$ cat src/rtl/bus_pkg.sv
// Shared types for the N-core snooping bus controller.
//   bus_op_t     : bus operation carried on the request and snoop buses
//   l2_status_t  : status code returned by the shared L2
//   ctrl_state_t : controller FSM state, also exported for debug
//   OPCODE_W     : width of the requester instruction opcode
package bus_pkg;

    localparam int OPCODE_W = 7;

    typedef enum logic [1:0] {
        OP_NONE  = 2'b00,
        BUS_RD   = 2'b01,
        BUS_RDX  = 2'b10,
        BUS_UPGR = 2'b11
    } bus_op_t;

    typedef enum logic [1:0] {
        L2_BUSY   = 2'b00,
        L2_HIT    = 2'b01,
        L2_FILLED = 2'b10,
        L2_ERROR  = 2'b11
    } l2_status_t;

    typedef enum logic [2:0] {
        ST_IDLE    = 3'd0,
        ST_GRANT   = 3'd1,
        ST_SNOOP   = 3'd2,
        ST_L2      = 3'd3,
        ST_RESP    = 3'd4,
        ST_RELEASE = 3'd5
    } ctrl_state_t;

endpackage

$ cat src/rtl/snoop_bus_controller_n_rr_arbiter.sv
// Combinational round-robin arbiter (module rr_arbiter).
//   req   : per-requester request bits
//   ptr   : index with highest priority this round (owned by the parent)
//   grant : one-hot winner, the first requester at or after ptr, modulo N
//   valid : at least one request is present
module rr_arbiter #(
    parameter int N     = 2,
    parameter int PTR_W = (N > 1) ? $clog2(N) : 1
) (
    input  logic [N-1:0]     req,
    input  logic [PTR_W-1:0] ptr,
    output logic [N-1:0]     grant,
    output logic             valid
);

    logic [PTR_W-1:0] idx;
    logic             found;

    always_comb begin
        grant = '0;
        idx   = '0;
        found = 1'b0;
        for (int k = 0; k < N; k++) begin
            idx = PTR_W'((int'(ptr) + k) % N);
            if (!found && req[idx]) begin
                grant[idx] = 1'b1;
                found      = 1'b1;
            end
        end
    end

    assign valid = |req;

endmodule

$ cat src/rtl/snoop_bus_controller_n.sv
// N-core snooping bus controller.
// Handshake: a core raises req_core and holds it until it sees its bit of
// grant_core; the controller keeps no request queue. A granted transaction
// ends with either a one-cycle resp_valid_out pulse for the requester (data
// on bus_data_out, hit flag on cache_hit_out) or, for op NONE / flush_in /
// reset, with no pulse at all. grant_core is 0 again in the RELEASE cycle.
// Ports:
//   clk, reset                 : clock, synchronous active-high reset
//   req_core, flush_in         : per-core request / abort of own transaction
//   bus_*_in, opcode_in        : per-core request payload
//   cache_hit_in               : per-core snoop hit
//   grant_core                 : one-hot grant
//   bus_address_out/operation  : snoop broadcast to non-granted cores
//   bus_data_out, cache_hit_out, resp_valid_out : response to requester
//   l2_req, address_to_L2, opcode_out, data_from_L2, cache_hit_L2 : L2 port
//   state_dbg, rr_ptr_dbg      : FSM state and round-robin pointer
module snoop_bus_controller_n
    import bus_pkg::*;
#(
    parameter int N_CORES    = 2,
    parameter int ADDR_W     = 32,
    parameter int DATA_W     = 32,
    parameter int SNOOP_WAIT = 1,
    parameter int L2_TIMEOUT = 16,
    localparam int PTR_W     = (N_CORES > 1) ? $clog2(N_CORES) : 1
) (
    input  logic                              clk,
    input  logic                              reset,
    input  logic [N_CORES-1:0]                req_core,
    input  logic [N_CORES-1:0]                flush_in,
    input  logic [N_CORES-1:0][DATA_W-1:0]    bus_data_in,
    input  logic [N_CORES-1:0][ADDR_W-1:0]    bus_address_in,
    input  logic [N_CORES-1:0][1:0]           bus_operation_in,
    input  logic [N_CORES-1:0][OPCODE_W-1:0]  opcode_in,
    input  logic [N_CORES-1:0]                cache_hit_in,
    output logic [N_CORES-1:0]                grant_core,
    output logic [N_CORES-1:0][DATA_W-1:0]    bus_data_out,
    output logic [N_CORES-1:0][ADDR_W-1:0]    bus_address_out,
    output logic [N_CORES-1:0][1:0]           bus_operation_out,
    output logic [N_CORES-1:0]                cache_hit_out,
    output logic [N_CORES-1:0]                resp_valid_out,
    output logic                              l2_req,
    output logic [ADDR_W-1:0]                 address_to_L2,
    output logic [OPCODE_W-1:0]               opcode_out,
    input  logic [DATA_W-1:0]                 data_from_L2,
    input  logic [1:0]                        cache_hit_L2,
    output ctrl_state_t                       state_dbg,
    output logic [PTR_W-1:0]                  rr_ptr_dbg
);

    localparam int TMO_W = $clog2(L2_TIMEOUT + 1);
    localparam int SW_W  = $clog2(SNOOP_WAIT + 1);

    ctrl_state_t          state;
    logic [PTR_W-1:0]     rr_ptr;
    logic [PTR_W-1:0]     w_reg;
    logic [ADDR_W-1:0]    lat_addr;
    bus_op_t              lat_op;
    logic [OPCODE_W-1:0]  lat_opcode;
    logic [SW_W-1:0]      snoop_cnt;
    logic [TMO_W-1:0]     tmo_cnt;

    logic [N_CORES-1:0]   arb_grant;
    logic                 arb_valid;
    logic [PTR_W-1:0]     win_idx;
    logic [N_CORES-1:0]   snoop_hits;
    logic [PTR_W-1:0]     src_idx;
    logic                 flush_w;
    logic [PTR_W-1:0]     next_ptr;
    l2_status_t           l2_status;
    logic                 l2_has_data;
    logic                 l2_done;

    rr_arbiter #(.N(N_CORES), .PTR_W(PTR_W)) u_arb (
        .req   (req_core),
        .ptr   (rr_ptr),
        .grant (arb_grant),
        .valid (arb_valid)
    );

    always_comb begin
        win_idx = '0;
        for (int i = 0; i < N_CORES; i++) begin
            if (arb_grant[i]) win_idx = PTR_W'(i);
        end
    end

    // grant_core is the one-hot of w while a transaction is live, so it
    // doubles as the mask that removes the requester from snoop and flush.
    assign snoop_hits = cache_hit_in & ~grant_core;
    assign flush_w    = |(flush_in & grant_core);

    // Downward scan so the lowest hitting index is the one left standing.
    always_comb begin
        src_idx = '0;
        for (int i = N_CORES - 1; i >= 0; i--) begin
            if (snoop_hits[i]) src_idx = PTR_W'(i);
        end
    end

    assign next_ptr    = (w_reg == PTR_W'(N_CORES - 1)) ? '0 : w_reg + PTR_W'(1);
    assign l2_status   = l2_status_t'(cache_hit_L2);
    assign l2_has_data = (l2_status == L2_HIT) || (l2_status == L2_FILLED);
    assign l2_done     = l2_has_data || (l2_status == L2_ERROR) ||
                         (tmo_cnt == TMO_W'(L2_TIMEOUT - 1));

    always_ff @(posedge clk) begin
        if (reset) begin
            state             <= ST_IDLE;
            rr_ptr            <= '0;
            w_reg             <= '0;
            lat_addr          <= '0;
            lat_op            <= OP_NONE;
            lat_opcode        <= '0;
            snoop_cnt         <= '0;
            tmo_cnt           <= '0;
            grant_core        <= '0;
            bus_data_out      <= '0;
            bus_address_out   <= '0;
            bus_operation_out <= '0;
            cache_hit_out     <= '0;
            resp_valid_out    <= '0;
            l2_req            <= '0;
            address_to_L2     <= '0;
            opcode_out        <= '0;
        end else begin
            // Response outputs live for exactly one cycle (the RESP state).
            resp_valid_out <= '0;
            bus_data_out   <= '0;
            cache_hit_out  <= '0;

            case (state)
                ST_IDLE: begin
                    if (arb_valid) begin
                        grant_core <= arb_grant;
                        w_reg      <= win_idx;
                        state      <= ST_GRANT;
                    end
                end

                ST_GRANT: begin
                    lat_addr   <= bus_address_in[w_reg];
                    lat_op     <= bus_op_t'(bus_operation_in[w_reg]);
                    lat_opcode <= opcode_in[w_reg];
                    snoop_cnt  <= '0;
                    if (bus_operation_in[w_reg] == OP_NONE) begin
                        grant_core <= '0;
                        state      <= ST_RELEASE;
                    end else begin
                        for (int i = 0; i < N_CORES; i++) begin
                            if (!grant_core[i]) begin
                                bus_address_out[i]   <= bus_address_in[w_reg];
                                bus_operation_out[i] <= bus_operation_in[w_reg];
                            end else begin
                                bus_address_out[i]   <= '0;
                                bus_operation_out[i] <= OP_NONE;
                            end
                        end
                        state <= ST_SNOOP;
                    end
                end

                ST_SNOOP: begin
                    if (flush_w) begin
                        bus_address_out   <= '0;
                        bus_operation_out <= '0;
                        grant_core        <= '0;
                        state             <= ST_RELEASE;
                    end else if (snoop_cnt == SW_W'(SNOOP_WAIT - 1)) begin
                        bus_address_out   <= '0;
                        bus_operation_out <= '0;
                        if (|snoop_hits) begin
                            // An upgrade only needs ownership, never data.
                            resp_valid_out[w_reg] <= 1'b1;
                            cache_hit_out[w_reg]  <= 1'b1;
                            bus_data_out[w_reg]   <= (lat_op == BUS_UPGR) ? '0
                                                                          : bus_data_in[src_idx];
                            state                 <= ST_RESP;
                        end else begin
                            l2_req        <= 1'b1;
                            address_to_L2 <= lat_addr;
                            opcode_out    <= lat_opcode;
                            tmo_cnt       <= '0;
                            state         <= ST_L2;
                        end
                    end else begin
                        snoop_cnt <= snoop_cnt + SW_W'(1);
                    end
                end

                ST_L2: begin
                    if (flush_w || l2_done) begin
                        l2_req        <= 1'b0;
                        address_to_L2 <= '0;
                        opcode_out    <= '0;
                    end
                    // Flush takes priority over a response arriving the same cycle.
                    if (flush_w) begin
                        grant_core <= '0;
                        state      <= ST_RELEASE;
                    end else if (l2_done) begin
                        resp_valid_out[w_reg] <= 1'b1;
                        cache_hit_out[w_reg]  <= (l2_status == L2_HIT);
                        bus_data_out[w_reg]   <= l2_has_data ? data_from_L2 : '0;
                        state                 <= ST_RESP;
                    end else begin
                        tmo_cnt <= tmo_cnt + TMO_W'(1);
                    end
                end

                ST_RESP: begin
                    grant_core <= '0;
                    state      <= ST_RELEASE;
                end

                ST_RELEASE: begin
                    rr_ptr <= next_ptr;
                    state  <= ST_IDLE;
                end

                default: state <= ST_IDLE;
            endcase
        end
    end

    assign state_dbg  = state;
    assign rr_ptr_dbg = rr_ptr;

endmodule

$ cat config.mk
export PLATFORM = sky130hd
export DESIGN_NAME = snoop_bus_controller_n
export DESIGN_NICKNAME = d
export VERILOG_FILES = /design/src/rtl/bus_pkg.sv /design/src/rtl/snoop_bus_controller_n_rr_arbiter.sv /design/src/rtl/snoop_bus_controller_n.sv
export SDC_FILE = /design/constraint.sdc
export NUM_CORES = 1
export LEC_CHECK = 0
export CORE_MARGIN = 2
export CORE_UTILIZATION = 49
export CTS_BUF_LIST = sky130_fd_sc_hd__clkbuf_2
export CTS_CLUSTER_SIZE = 8
export DETAILED_ROUTE_END_ITERATION = 8
export PLACE_DENSITY = 0.88
export SKIP_CTS_REPAIR_TIMING = 1
export SYNTH_ARGS = -nofsm -noshare
export SYNTH_HDL_FRONTEND = slang
export SYNTH_SLANG_ARGS = --single-unit
$ cat constraint.sdc
create_clock -name clk -period 4.6 [get_ports clk]
set_input_delay 0.69 -clock clk [delete_from_list [all_inputs] [get_ports clk]]
set_output_delay 0.69 -clock clk [all_outputs]
set_load 0.02 [all_outputs]
==> metrics.yaml <==
cts:
  clock_sink_count: 229
  ctsHtreeMaxLevel: 2
  cts_buffer_depth: 3
  cts_buffers: 57
  cts_root_buffer: "clkbuf_2"
  cts_tree: "built"
  clk_pin_slew_ns: 0.11
  clock_latency_ns: 0.86
final_layout:
  fin_area_um2: 14100
  layout_commonest_cell: "clkdlybuf4s50_1"
  top_regs: "bus_address_out: 64 flops, bus_data_out: 64 flops"
  nNetsFinal: 1622
  synthToLayoutAreaGrowth_pct: 43.6
  post-route-util: 0.720
  fin_cells: 1740
  layout_common_cells: "clkdlybuf4s50_1 (368), dfxtp_1 (228), nor2_1 (114), nand2_1 (107), clkbuf_2 (86)"
  drive_above_1_share: 0.0957
global_route:
  grt_remaining_overflow: 0
  grt_pass1_wl_um: 53500
  antenna_found_initial: 1
  grt_pass1_vias: 9914
  grt_usage: 0.312
  grt_max_degree: 134
route:
  antenna_left: 0
  drt-initial-drc-count: 670
  vias_per_cell: 5.77
  routed_wl_um: 34400
  wl_per_cell_um: 19.8
  drt_pass1_iterations: 6
  drc: 0
  num_vias: 10034
logic_synthesis:
  syn_area_per_cell_um2: 8.92
  ys.flop_type: "dfxtp_1"
  ys_types: 52
  yosys_warnings: 0
  yosysSeqAreaShare: 0.468
  synth_edf_count: 0
  syn_nets: 1290
  mappedNetlistArea_um2: 9800
  postSynth.asyncResetShare: 0
  yosys_register_bits: 229
  syn_inst: 1098
timing:
  timing.hold.ws_ns: 0.271
  slew_headroom: 0.150
  maxSlewViolCount: 0
  clock_skew_ns: 0.0803
  hold_viol: 0
  fin_setup_tns_ns: 0
  setup_viol: 0
  min_period_over_period: 0.651
  rsz0062_at_grt: "false"
  fmax_mhz: 334
  tightest_slew_ns: 1.28
  min_period_ns: 3.00
placement:
  portBuffers: 369
  place_inst: 1636
  placed_area_um2: 13500
  finalWeightedCongestion: 0.873
  detailed_place_hpwl_um: 23500
floorplan:
  fp-row-count: 51
  core_area_um2: 19500
  num_io_pins: 370
  fp.dieW_um: 145
  die_h_um: 145
  die-area_um2: 21100
  start_util: 0.502
critical_path:
  crit_chain: "clkdlybuf4s50_1"
  cpLargestDelayFamily: "buffers and inverters"
  r2r_slack_ns: 1.80
  cpPeakStageDelay_ns: 0.78
  crit_type: "reg -> out"
  critPathArrivalTime_ns: 2.31
  cp-end-kind: "output port"
  crit_required_ns: 3.91
  crit_path_max_fanout: 17
  critPathLaunchType: "flop"
  cpMaxStageDelayCell: "clkdlybuf4s50_1"
  crit_buf_inv: 1
flow_run:
  max_cap_viol_count: 0
pwr:
  peakVddDrop_mv: 0.205
  p_leak_uw: 0.00490
  p_per_area_nw_per_um2: 361
hold_path:
  hp-class: "in -> reg"
run_status:
  status: "completed"
[report_power, final]
part	internal (uW)	switching [uW]
combinational	556	790
clock	609	833
sequential	2160	133
[cells in the mapped netlist (2+ instances only)]
cell | count | area (um2)
nand2b_1 | 5 | 31.3
a21oi_1 | 73 | 365
clkbuf_1 | 66 | 248
buf_1 | 8 | 30.0
and2_1 | 5 | 31.3
nand3_1 | 35 | 175
buf_2 | 33 | 165
o21ai_1 | 8 | 40.0
nand2_1 | 107 | 402
a21o_1 | 3 | 22.5
or4_1 | 3 | 22.5
mux2i_1 | 40 | 400
nor3b_1 | 2 | 15.0
o31ai_1 | 3 | 22.5
nand3b_1 | 3 | 22.5
o32ai_1 | 2 | 17.5
inv_1 | 7 | 26.3
ha_1 | 4 | 50.1
nor2b_1 | 5 | 31.3
or3_1 | 67 | 419
nor3_1 | 2 | 10.0
a2111oi_0 | 48 | 420
o21a_1 | 66 | 495
a2bb2oi_1 | 4 | 35.0
dfxtp_1 | 229 | 4580
buf_4 | 5 | 37.5
a211oi_1 | 39 | 293
o21ai_0 | 32 | 160
a2111oi_2 | 16 | 240
a22o_1 | 40 | 350
o22ai_1 | 2 | 12.5
mux2_2 | 2 | 22.5
nor2_1 | 115 | 432
[cell families (layout without fill, tap and decap cells)]
logic type	count (synthesis)	count (layout)	synth area share
fa+ha+maj	4	4	0.00511
xor+xnor	1	1	0.000894
mux	42	42	0.0432
simple gates	354	354	0.166
flops	229	229	0.468
buf+inv	121	497	0.0534
other cells	0	1	0
compound gates	347	347	0.263
[area by class of cell]
cell class                      count  area [um2]
Antenna cell                        1        2.50
Clock buffer                       86         430
Clock inverter                     17         119
Fill cell                        1456        5460
Inverter                            7        26.3
Multi-Input combinational cell    748        4740
Sequential cell                   229        4590
Tap cell                          265         332
Timing Repair Buffer              387        3820
[metrics by stage]
step	worst slack [ns]	total power, uW
global placement	1.46	3630
global route	1.49	5330
finish	1.60	5080
CTS	1.52	5110
floorplan	2.52	3100
detailed placement	1.41	3670
[worst paths after layout]
kind | startpoint | depth (start not counted) | endpoint
hold reg to reg | bus_address_out[9]$_SDFFE_PP0P_ | 2 | bus_address_out[9]$_SDFFE_PP0P_
setup / recovery | state_dbg[0]$_SDFFE_PP0P_ | 1 | state_dbg[0]
hold / removal | reset | 2 | l2_req$_SDFFE_PP0P_
setup reg to reg | w_reg$_SDFFE_PP0P_ | 6 | bus_data_out[58]$_SDFF_PP0_
[layer usage]
layer	wire, um	share of wire	vias to the layer above	track usage
met5	0	0	-	0
met4	1990	0.058	0	0.167
met3	3310	0.096	128	0.0912
met2	16400	0.48	572	0.524
met1	12700	0.37	4669	0.359
li1	-	-	4665	-
(Power assumes the default switching activity.)
==> edit, RTL diff (same flow settings) <==
Reset style: asynchronous (`reset`), changed in one clocked block. Comments in the files are not updated.
--- a/src/rtl/snoop_bus_controller_n.sv
+++ b/src/rtl/snoop_bus_controller_n.sv
@@ -106,3 +106,3 @@
 
-    always_ff @(posedge clk) begin
+    always_ff @(posedge clk or posedge reset) begin
         if (reset) begin
Check against the original RTL: not settled (the Yosys comparison gave no result); the edit may change what the design does.
==> edit against the unedited design <==
- first-iteration DRC count down 51%
- utilization down 0.066 points
- design area down 1.4%
- non-clock buffer count down 7
- global-route usage down 4.2 points
- sequential cell count unchanged
- worst setup slack better by 0.074 ns
- maximum frequency up 2.5%
- cell count down 16%
- die area down 2.6%
- synthesized area down 2.7%
- routed wire length down 17%
- critical endpoint is now address_to_L2[17]$_DFFE_PP0P_
- largest cell class is now sequential cells
Power is not compared: it rests on default switching activity, and its combinational part moved more than twofold at a synthesized area within 25%.
==> edit: results (changes against the unedited design) <==
| Metric | Value |
|---|---|
| Status | `completed` |
| Initial antenna violation count | `3 (+2)` |
| Xor/xnor share of the synthesized area | `0.09185% (+0.0024 points)` |
| M1 WL | `10.64 mm (-16%)` |
| Worst-Skew Late Latency | `0.83 ns (-0.03 ns)` |
| Mux contribution to synthesized area | `7.794% (+3.5 points)` |
| Total CTS buffers | `53 (-7.0%)` |
| CTS clk-pin slew, worst paths | `0.13 ns (+0.02 ns)` |
| Share of layout cells above drive strength 1 | `11.06% (+1.5 points)` |
| GRT met3 Usage | `8.897% (-0.23 points)` |
| Commonest cells post-synth | `dfrtp_1, nand2_1, mux2i_1` |
| Crit path max-delay family | `simple AND/OR/NAND/NOR gates` |
| CP Launch Point | `tmo_cnt[0]$_DFFE_PP0P_` |
| M1 GR Usage | `31.54% (-4.3 points)` |
| Min cycle time layout | `2.923 ns (-0.07411 ns)` |
| DRT iter0 DRCs | `331 (-51%)` |
| Final nets | `1344 (-17%)` |
| GRT Overall Usage | `26.93% (-4.2 points)` |
| Wire length on met3 | `2.734 mm (-17%)` |
| Synth Area in Compound Gates | `20.04% (-6.3 points)` |
| Number of vias per cell | `5.511 (-4.4%)` |
| Worst path slowest cell | `nor2_4` |
| First-pass GRT wire length | `43.15 mm (-19%)` |
| Register area share after synthesis | `60.10% (+13 points)` |
| Placer Congestion | `0.8332 (-4.6%)` |
| Slowest Stage Delay on Critical Path | `0.82 ns (+0.04 ns)` |
| Syn nets | `975 (-24%)` |
| Number of distinct library cells after synthesis | `50 (-3.8%)` |
| Crit Path Max Fanout | `39 (+22)` |
| WP data arrival | `3.64 ns (+1.33 ns)` |
| Hold Path Class | `primary input to asynchronous set/reset pin` |
| Final wirelength | `28.58 mm (-17%)` |
| Vias in the first global route | `8231 (-17%)` |
| Largest net degree at the start of global routing | `117 (-13%)` |
| R2R cell count | `7 (+1)` |
| GR Util met2 | `45.76% (-6.6 points)` |
| Fillcell total | `1328 (-8.8%)` |
| DR WL met2 | `14.33 mm (-13%)` |
edit: area by class of cell:
class                           instances  share of cell area, %
Sequential cell                       229                  41.34
Timing Repair Buffer                  380                  27.41
Tap cell                              265                  2.391
Clock inverter                          9                 0.4602
Multi-Input combinational cell        480                  25.27
Antenna cell                            4                0.07219
Inverter                                8                 0.2436
Clock buffer                           78                  2.815
edit: metrics by stage:
stage | std cells | total power [mW] | util [%] | setup slack [ns] | hold WS [ns]
after floorplan | 783 | 5.171 | - | 0.9160 | 0.4739
after global placement | 1362 | 6.611 | 69.54 | 1.319 | 0.4698
after detailed placement | 1362 | 6.739 | 69.54 | 1.191 | 0.4730
after CTS | 1449 | 8.040 | 71.90 | 1.678 | 0.3834
after global routing | 1452 | 8.425 | 71.94 | 1.497 | 0.4120
final | 1453 | 8.008 | 71.95 | 1.677 | 0.4045
edit: worst reg2reg max path: cells and delay by family, from the launching register on:
family          cells  cell delay (ns)
simple gates        3             1.51
compound gates      2             0.52
fa+ha+maj           2             0.43
flops               1             0.42
